## config.mk

```make
export PLATFORM = sky130hd
export DESIGN_NAME = rsp_buff
export DESIGN_NICKNAME = d
export VERILOG_FILES = /design/src/rtl/rsp_buff_pkg.sv /design/src/rtl/rsp_fifo_core.sv /design/src/rtl/rsp_buff.sv
export SDC_FILE = /design/constraint.sdc
export NUM_CORES = 1
export LEC_CHECK = 0
export CORE_MARGIN = 2
export CORE_UTILIZATION = 50
export CTS_BUF_LIST = sky130_fd_sc_hd__clkbuf_4 sky130_fd_sc_hd__clkbuf_8
export DETAILED_ROUTE_END_ITERATION = 6
export GPL_ROUTABILITY_DRIVEN = 0
export PLACE_DENSITY = 0.75
export SLEW_MARGIN = 0
export SYNTH_ARGS = -nofsm -noshare
export SYNTH_HDL_FRONTEND = slang
export SYNTH_SLANG_ARGS = --single-unit
```

## constraint.sdc

```tcl
create_clock -name clk -period 2.16 [get_ports clk]
set_input_delay 0.432 -clock clk [delete_from_list [all_inputs] [get_ports clk]]
set_output_delay 0.432 -clock clk [all_outputs]
set_load 0.05 [all_outputs]
```

## src/rtl/rsp_buff_pkg.sv

```systemverilog
// Shared definitions for the controller-to-host response buffer.
// Holds the AXI region code, the register offsets within the response
// region, the status word bit positions, and the offset decode helper.
package rsp_buff_pkg;

  localparam logic [1:0] AXI_RSP_FIFO_REGION = 2'b10;
  localparam logic [3:0] RSP_DATA_OFS        = 4'h0;
  localparam logic [3:0] RSP_STAT_OFS        = 4'h4;

  localparam int RSP_STAT_OVF_BIT   = 31;
  localparam int RSP_STAT_FULL_BIT  = 9;
  localparam int RSP_STAT_EMPTY_BIT = 8;

  typedef enum logic [1:0] {
    RD_DATA = 2'd0,
    RD_STAT = 2'd1,
    RD_BAD  = 2'd2
  } rd_sel_e;

  function automatic rd_sel_e decode_ofs(input logic [3:0] ofs);
    rd_sel_e sel;
    case (ofs)
      RSP_DATA_OFS: sel = RD_DATA;
      RSP_STAT_OFS: sel = RD_STAT;
      default:      sel = RD_BAD;
    endcase
    return sel;
  endfunction

endpackage

```

## src/rtl/rsp_fifo_core.sv

```systemverilog
// Storage, pointers and occupancy count for the response FIFO.
// Ports:
//   clk, rst   - clock, asynchronous active-high reset (control state only)
//   push       - write push_data at the tail; caller guarantees not full
//   push_data  - word to store
//   pop        - advance the head; caller guarantees not empty
//   head_data  - word at the head of the FIFO
//   count      - number of stored words (0..ENT_NUM)
//   full/empty - count == ENT_NUM / count == 0
module rsp_fifo_core
  import rsp_buff_pkg::*;
#(
  parameter int ENT_NUM   = 4,
  parameter int DATA_SIZE = 32
) (
  input  logic                       clk,
  input  logic                       rst,
  input  logic                       push,
  input  logic [DATA_SIZE-1:0]       push_data,
  input  logic                       pop,
  output logic [DATA_SIZE-1:0]       head_data,
  output logic [$clog2(ENT_NUM):0]   count,
  output logic                       full,
  output logic                       empty
);

  localparam int PTR_W = $clog2(ENT_NUM);
  localparam int CNT_W = PTR_W + 1;

  logic [DATA_SIZE-1:0] mem [ENT_NUM];
  logic [PTR_W-1:0]     wr_ptr;
  logic [PTR_W-1:0]     rd_ptr;

  // Storage is deliberately left out of reset; only the pointers define validity.
  always_ff @(posedge clk) begin
    if (push) begin
      mem[wr_ptr] <= push_data;
    end
  end

  // Pointers wrap naturally because ENT_NUM is a power of two.
  always_ff @(posedge clk or posedge rst) begin
    if (rst) begin
      wr_ptr <= '0;
      rd_ptr <= '0;
      count  <= '0;
    end else begin
      if (push) wr_ptr <= wr_ptr + PTR_W'(1);
      if (pop)  rd_ptr <= rd_ptr + PTR_W'(1);
      case ({push, pop})
        2'b10:   count <= count + CNT_W'(1);
        2'b01:   count <= count - CNT_W'(1);
        default: count <= count;
      endcase
    end
  end

  assign head_data = mem[rd_ptr];
  assign full      = (count == CNT_W'(ENT_NUM));
  assign empty     = (count == '0);

endmodule

```

## src/rtl/rsp_buff.sv

```systemverilog
// Response buffer: the controller pushes result words, the host drains them
// with AXI reads to the response region.
// Ports:
//   clk, rst            - clock, asynchronous active-high reset
//   axi_rd_vld          - single-cycle read request strobe
//   axi_rd_addr         - read address, bits [3:0] pick data (0x0) or status (0x4)
//   axi_rd_region       - region decode; only AXI_RSP_FIFO_REGION is answered
//   axi_rd_data         - read data, valid while axi_rd_done is high
//   axi_rd_done         - one-cycle completion pulse, one cycle after the request
//   axi_rd_err          - SLVERR qualifier for axi_rd_done
//   ctrl_rsp_buff_vld   - controller push strobe
//   ctrl_rsp_buff_data  - controller push word
//   rsp_buff_ctrl_rdy   - FIFO can accept a push this cycle
//   rsp_buff_empty      - FIFO holds no words
module rsp_buff
  import rsp_buff_pkg::*;
#(
  parameter int ARADDR_WIDTH = 11,
  parameter int RDATA_WIDTH  = 32,
  parameter int ENT_NUM      = 4,
  parameter int CNT_WIDTH    = $clog2(ENT_NUM) + 1
) (
  input  logic                    clk,
  input  logic                    rst,
  input  logic                    axi_rd_vld,
  input  logic [ARADDR_WIDTH-1:0] axi_rd_addr,
  input  logic [1:0]              axi_rd_region,
  output logic [RDATA_WIDTH-1:0]  axi_rd_data,
  output logic                    axi_rd_done,
  output logic                    axi_rd_err,
  input  logic                    ctrl_rsp_buff_vld,
  input  logic [RDATA_WIDTH-1:0]  ctrl_rsp_buff_data,
  output logic                    rsp_buff_ctrl_rdy,
  output logic                    rsp_buff_empty
);

  logic                   rd_qual;
  rd_sel_e                rd_sel;
  logic                   push;
  logic                   pop;
  logic                   ovf;
  logic                   ovf_set;
  logic                   stat_rd;
  logic                   full;
  logic                   empty;
  logic [CNT_WIDTH-1:0]   count;
  logic [RDATA_WIDTH-1:0] head_data;
  logic [RDATA_WIDTH-1:0] stat_word;
  logic [RDATA_WIDTH-1:0] rsp_data;
  logic                   rsp_err;
  logic                   unused_addr;

  assign unused_addr = ^axi_rd_addr[ARADDR_WIDTH-1:4];

  assign rd_qual = axi_rd_vld & (axi_rd_region == AXI_RSP_FIFO_REGION);
  assign rd_sel  = decode_ofs(axi_rd_addr[3:0]);
  assign stat_rd = rd_qual & (rd_sel == RD_STAT);
  assign pop     = rd_qual & (rd_sel == RD_DATA) & ~empty;

  // Ready comes from the registered count only; a pop in the same cycle
  // does not open room for a push.
  assign rsp_buff_ctrl_rdy = ~full;
  assign rsp_buff_empty    = empty;
  assign push              = ctrl_rsp_buff_vld & rsp_buff_ctrl_rdy;
  assign ovf_set           = ctrl_rsp_buff_vld & ~rsp_buff_ctrl_rdy;

  rsp_fifo_core #(
    .ENT_NUM   (ENT_NUM),
    .DATA_SIZE (RDATA_WIDTH)
  ) u_fifo (
    .clk       (clk),
    .rst       (rst),
    .push      (push),
    .push_data (ctrl_rsp_buff_data),
    .pop       (pop),
    .head_data (head_data),
    .count     (count),
    .full      (full),
    .empty     (empty)
  );

  always_comb begin
    stat_word                     = '0;
    stat_word[RSP_STAT_OVF_BIT]   = ovf;
    stat_word[RSP_STAT_FULL_BIT]  = full;
    stat_word[RSP_STAT_EMPTY_BIT] = empty;
    stat_word[CNT_WIDTH-1:0]      = count;
  end

  always_comb begin
    rsp_data = '0;
    rsp_err  = 1'b0;
    case (rd_sel)
      RD_DATA: begin
        rsp_data = empty ? '0 : head_data;
        rsp_err  = empty;
      end
      RD_STAT: rsp_data = stat_word;
      default: rsp_err  = 1'b1;
    endcase
  end

  // Sticky overflow; a new overflow beats the clear-on-status-read.
  always_ff @(posedge clk or posedge rst) begin
    if (rst) begin
      ovf <= 1'b0;
    end else if (ovf_set) begin
      ovf <= 1'b1;
    end else if (stat_rd) begin
      ovf <= 1'b0;
    end
  end

  // Stage p1: registered read response
  always_ff @(posedge clk or posedge rst) begin
    if (rst) begin
      axi_rd_done <= 1'b0;
      axi_rd_err  <= 1'b0;
      axi_rd_data <= '0;
    end else begin
      axi_rd_done <= rd_qual;
      if (rd_qual) begin
        axi_rd_err  <= rsp_err;
        axi_rd_data <= rsp_data;
      end
    end
  end

endmodule

```

==> run_results.csv <==
group,metric,value,unit
placed_design,numPortBuffers,77,
floorplanning,design.die.area,14030,um2
drt,drc,0,
setup_path,r2r_end,"u_fifo.count[2]$_DFFE_PP0P_",
final_layout,syn_to_final_growth,23.89,%
timing,max_slew_margin,64.07,%
synthesis,syn-instance-count,307,
final_layout,fin_nets,468,
drt,dr.first_iter.drc_count,226,
floorplanning,die_h,118.4,um
setup_path,cp.depth,1,
synthesis,syn-cell-area,6548,um2
setup_path,worstPathCellList,"clkdlybuf4s50_1",
setup_path,critical_path_class,"reg -> out",
pwr,ir_drop,0.5414,mV
final_layout,post-route-util,63.76,%
setup_path,arrival,1.66,ns
final_layout,mostFrequentLayoutCells,"edfxtp_1, clkdlybuf4s50_1, dfrtp_1, a22o_1, clkbuf_8",
setup_path,rrSetupSlack,0.21,ns
timing,whs,0.3085,ns
final_layout,multi_input_area,1453,um2
synthesis,synth_warnings,0,
timing,rsz0062_at_grt,"no",
floorplanning,die_w,118.4,um
global_route,use_met1,22.83,%
setup_path,endpoint,"axi_rd_data[14]",
setup_path,slowest_stage,"clkdlybuf4s50_1",
synthesis,yosysSeqAreaShare,74.76,%
setup_path,cp-end-kind,"primary output",
floorplanning,ios,85,
timing,fin_skew,0.01245,ns
timing,tightest_slew,0.5372,ns
drt,dr.pass1.iters,4,
timing,setup_viol,0,
synthesis,ys_seq_elements,170,
setup_path,r2r-start,"u_fifo.count[0]$_DFFE_PP0P_",
cts,cts_buffer_depth,2,
setup_path,crit_family,"buffers and inverters",
cts,numCtsBuffers,17,
floorplanning,start_util,51.47,%
cts,cts_hold_buf,0,
cts,h-tree-depth,4,
global_route,grtUsageTotal,18.06,%
cts,ctsResizeCount,0,
setup_path,reg2regPathDepth,9,
final_layout,seqCellArea,4896,um2
drt,routedWlPerCell,20.02,um
setup_path,worstPathRequired,1.73,ns
global_route,grt_pass1_wl,18830,um
global_route,grt_use_met2,29.77,%
cts,clk_latency,0.45,ns
global_route,grt-ovfl-total,0,
setup_path,cp-startpoint,"axi_rd_data[14]$_DFFE_PP0N_",
global_route,top_usage_layer,"met2",
global_route,grt_pass1_vias,3546,
cts,cts_root_buffer,"clkbuf_8",
cts,clock_sinks,170,
timing,final_hold_viol_count,0,
floorplanning,rows,41,
floorplanning,coreArea,12720,um2
final_layout,antenna_cells,0,
drt,wl,11970,um
timing,final.period_utilization,96.81,%
status,status,"complete, no violations",
synthesis,synth.distinct_cells,38,
global_route,antenna_found_initial,0,
pwr,p_per_area,1058,nW/um2
global_route,use_met3,4.730,%
cts,cts.clk_slew.worst_paths,0.09,ns
cts,post_cts_buffers,0,
timing,slew_viol_final,0,
timing,min_period,2.091,ns
setup_path,path_buf_inv,1,
flow_run,cap_viol_max_count,0,
final_layout,final_common_cell,"edfxtp_1",
final_layout,nFillCells,928,
worst_hold_path,hold_path.class,"in -> async",
setup_path,cpPeakStageDelay,0.82,ns
setup_path,cp_max_fo,2,
pwr,leakage,2.952,nW
timing,clock.fmax,478.2,MHz
synthesis,syn_avg_cell_area,21.33,um2
drt,vias_per_cell,5.455,
drt,vias,3262,
synthesis,syn-num-nets,362,
final_layout,drive_gt1_share,22.54,%
cts,cts_tree,"yes",
setup_path,cp-start-kind,"register",
global_route,grt_max_degree,33,
pwr,p_total,8.582,mW
drt,final_antenna_net_count,0,
placed_design,post-dp-hpwl,7660,um
[through the flow]
stage	instances	worst slack, ns	cell area [um2]	setup TNS, ns
finish	598	0.06891	8112	0
global route	598	0.02217	8112	0
CTS	598	0.03467	8112	0
detailed placement	566	-0.2178	7689	-0.3101
global placement	566	-0.1888	7689	-0.2524
floorplan	307	0.04109	6564	0
[report_power, final]
part | internal (mW) | switching [mW] | total, mW | leakage (nW)
registers | 4.15 | 0.173 | 4.33 | 1.73
clock network | 1.23 | 1.09 | 2.32 | 0.211
logic | 0.925 | 1.01 | 1.94 | 1.01
total | 6.31 | 2.27 | 8.58 | 2.95
[per-layer routing]
metal	share of wire, %	vias up	routed length, um
li1	-	1454	-
met2	51	97	6066
met3	4.4	22	522
met4	1.9	0	230
met5	0	-	0
met1	43	1689	5151
[flip-flops by register name (all words and copies together), names as in the netlist]
signal         count
axi_rd_data       32
axi_rd_done        1
axi_rd_err         1
ovf                1
u_fifo.count       3
u_fifo.mem       128
u_fifo.rd_ptr      2
u_fifo.wr_ptr      2
[cells in the mapped netlist]
library cell	n	area, um2
a221o_1	1	10.01
a22o_1	20	175.2
a22o_2	7	70.07
and2_1	4	25.02
and4_1	1	8.760
buf_12	2	40.04
buf_2	1	5.000
buf_4	1	7.510
buf_6	4	45.04
clkbuf_1	2	7.510
clkbuf_8	3	41.29
clkinv_1	1	3.750
dfrtp_1	42	1051
dlygate4sd1_1	1	8.760
edfxtp_1	128	3844
fa_1	1	20.02
ha_1	5	62.56
inv_1	14	52.55
inv_6	1	8.760
mux2_2	1	11.26
mux2i_1	1	10.01
mux4_1	16	420.4
mux4_2	16	360.4
nand2_1	11	41.29
nand3_1	1	5.000
nand3b_4	1	20.02
nand4_1	1	6.260
nand4b_4	1	23.77
nor2_1	1	3.750
nor2b_1	2	12.51
nor3_4	1	16.27
nor3b_1	1	7.510
o211ai_1	1	7.510
o21a_1	1	7.510
o221ai_1	5	43.79
or3_4	1	11.26
xnor2_1	4	35.03
xor2_1	2	17.52
[cell families (layout without fill, tap and decap cells)]
| logic type | Yosys count | count (layout) | share of synthesized area [%] |
|---|---|---|---|
| xor+xnor | 6 | 6 | 0.8026 |
| mux | 34 | 34 | 12.25 |
| fa+ha+maj | 6 | 6 | 1.261 |
| flops | 170 | 170 | 74.76 |
| buf+inv | 30 | 149 | 3.363 |
| simple gates | 26 | 26 | 2.771 |
| compound gates | 35 | 35 | 4.797 |
[worst min-delay path by stage]
stage	endpoint	depth (start not counted)
floorplan	ovf$_DFFE_PP0P_	1
global placement	axi_rd_data[0]$_DFFE_PP0N_	2
detailed placement	axi_rd_data[31]$_DFFE_PP0N_	2
CTS	axi_rd_data[19]$_DFFE_PP0N_	2
global route	axi_rd_data[19]$_DFFE_PP0N_	2
finish	axi_rd_data[19]$_DFFE_PP0N_	2
[final cells by class]
type | count | area share [%]
flip-flops and latches | 170 | 60.36
multi-input cells | 107 | 17.91
repair buffers | 101 | 13.05
clock buffers | 22 | 3.424
well taps | 172 | 2.653
clock inverters | 10 | 1.789
inverters | 16 | 0.8175
Power figures use the tool's default switching activity.
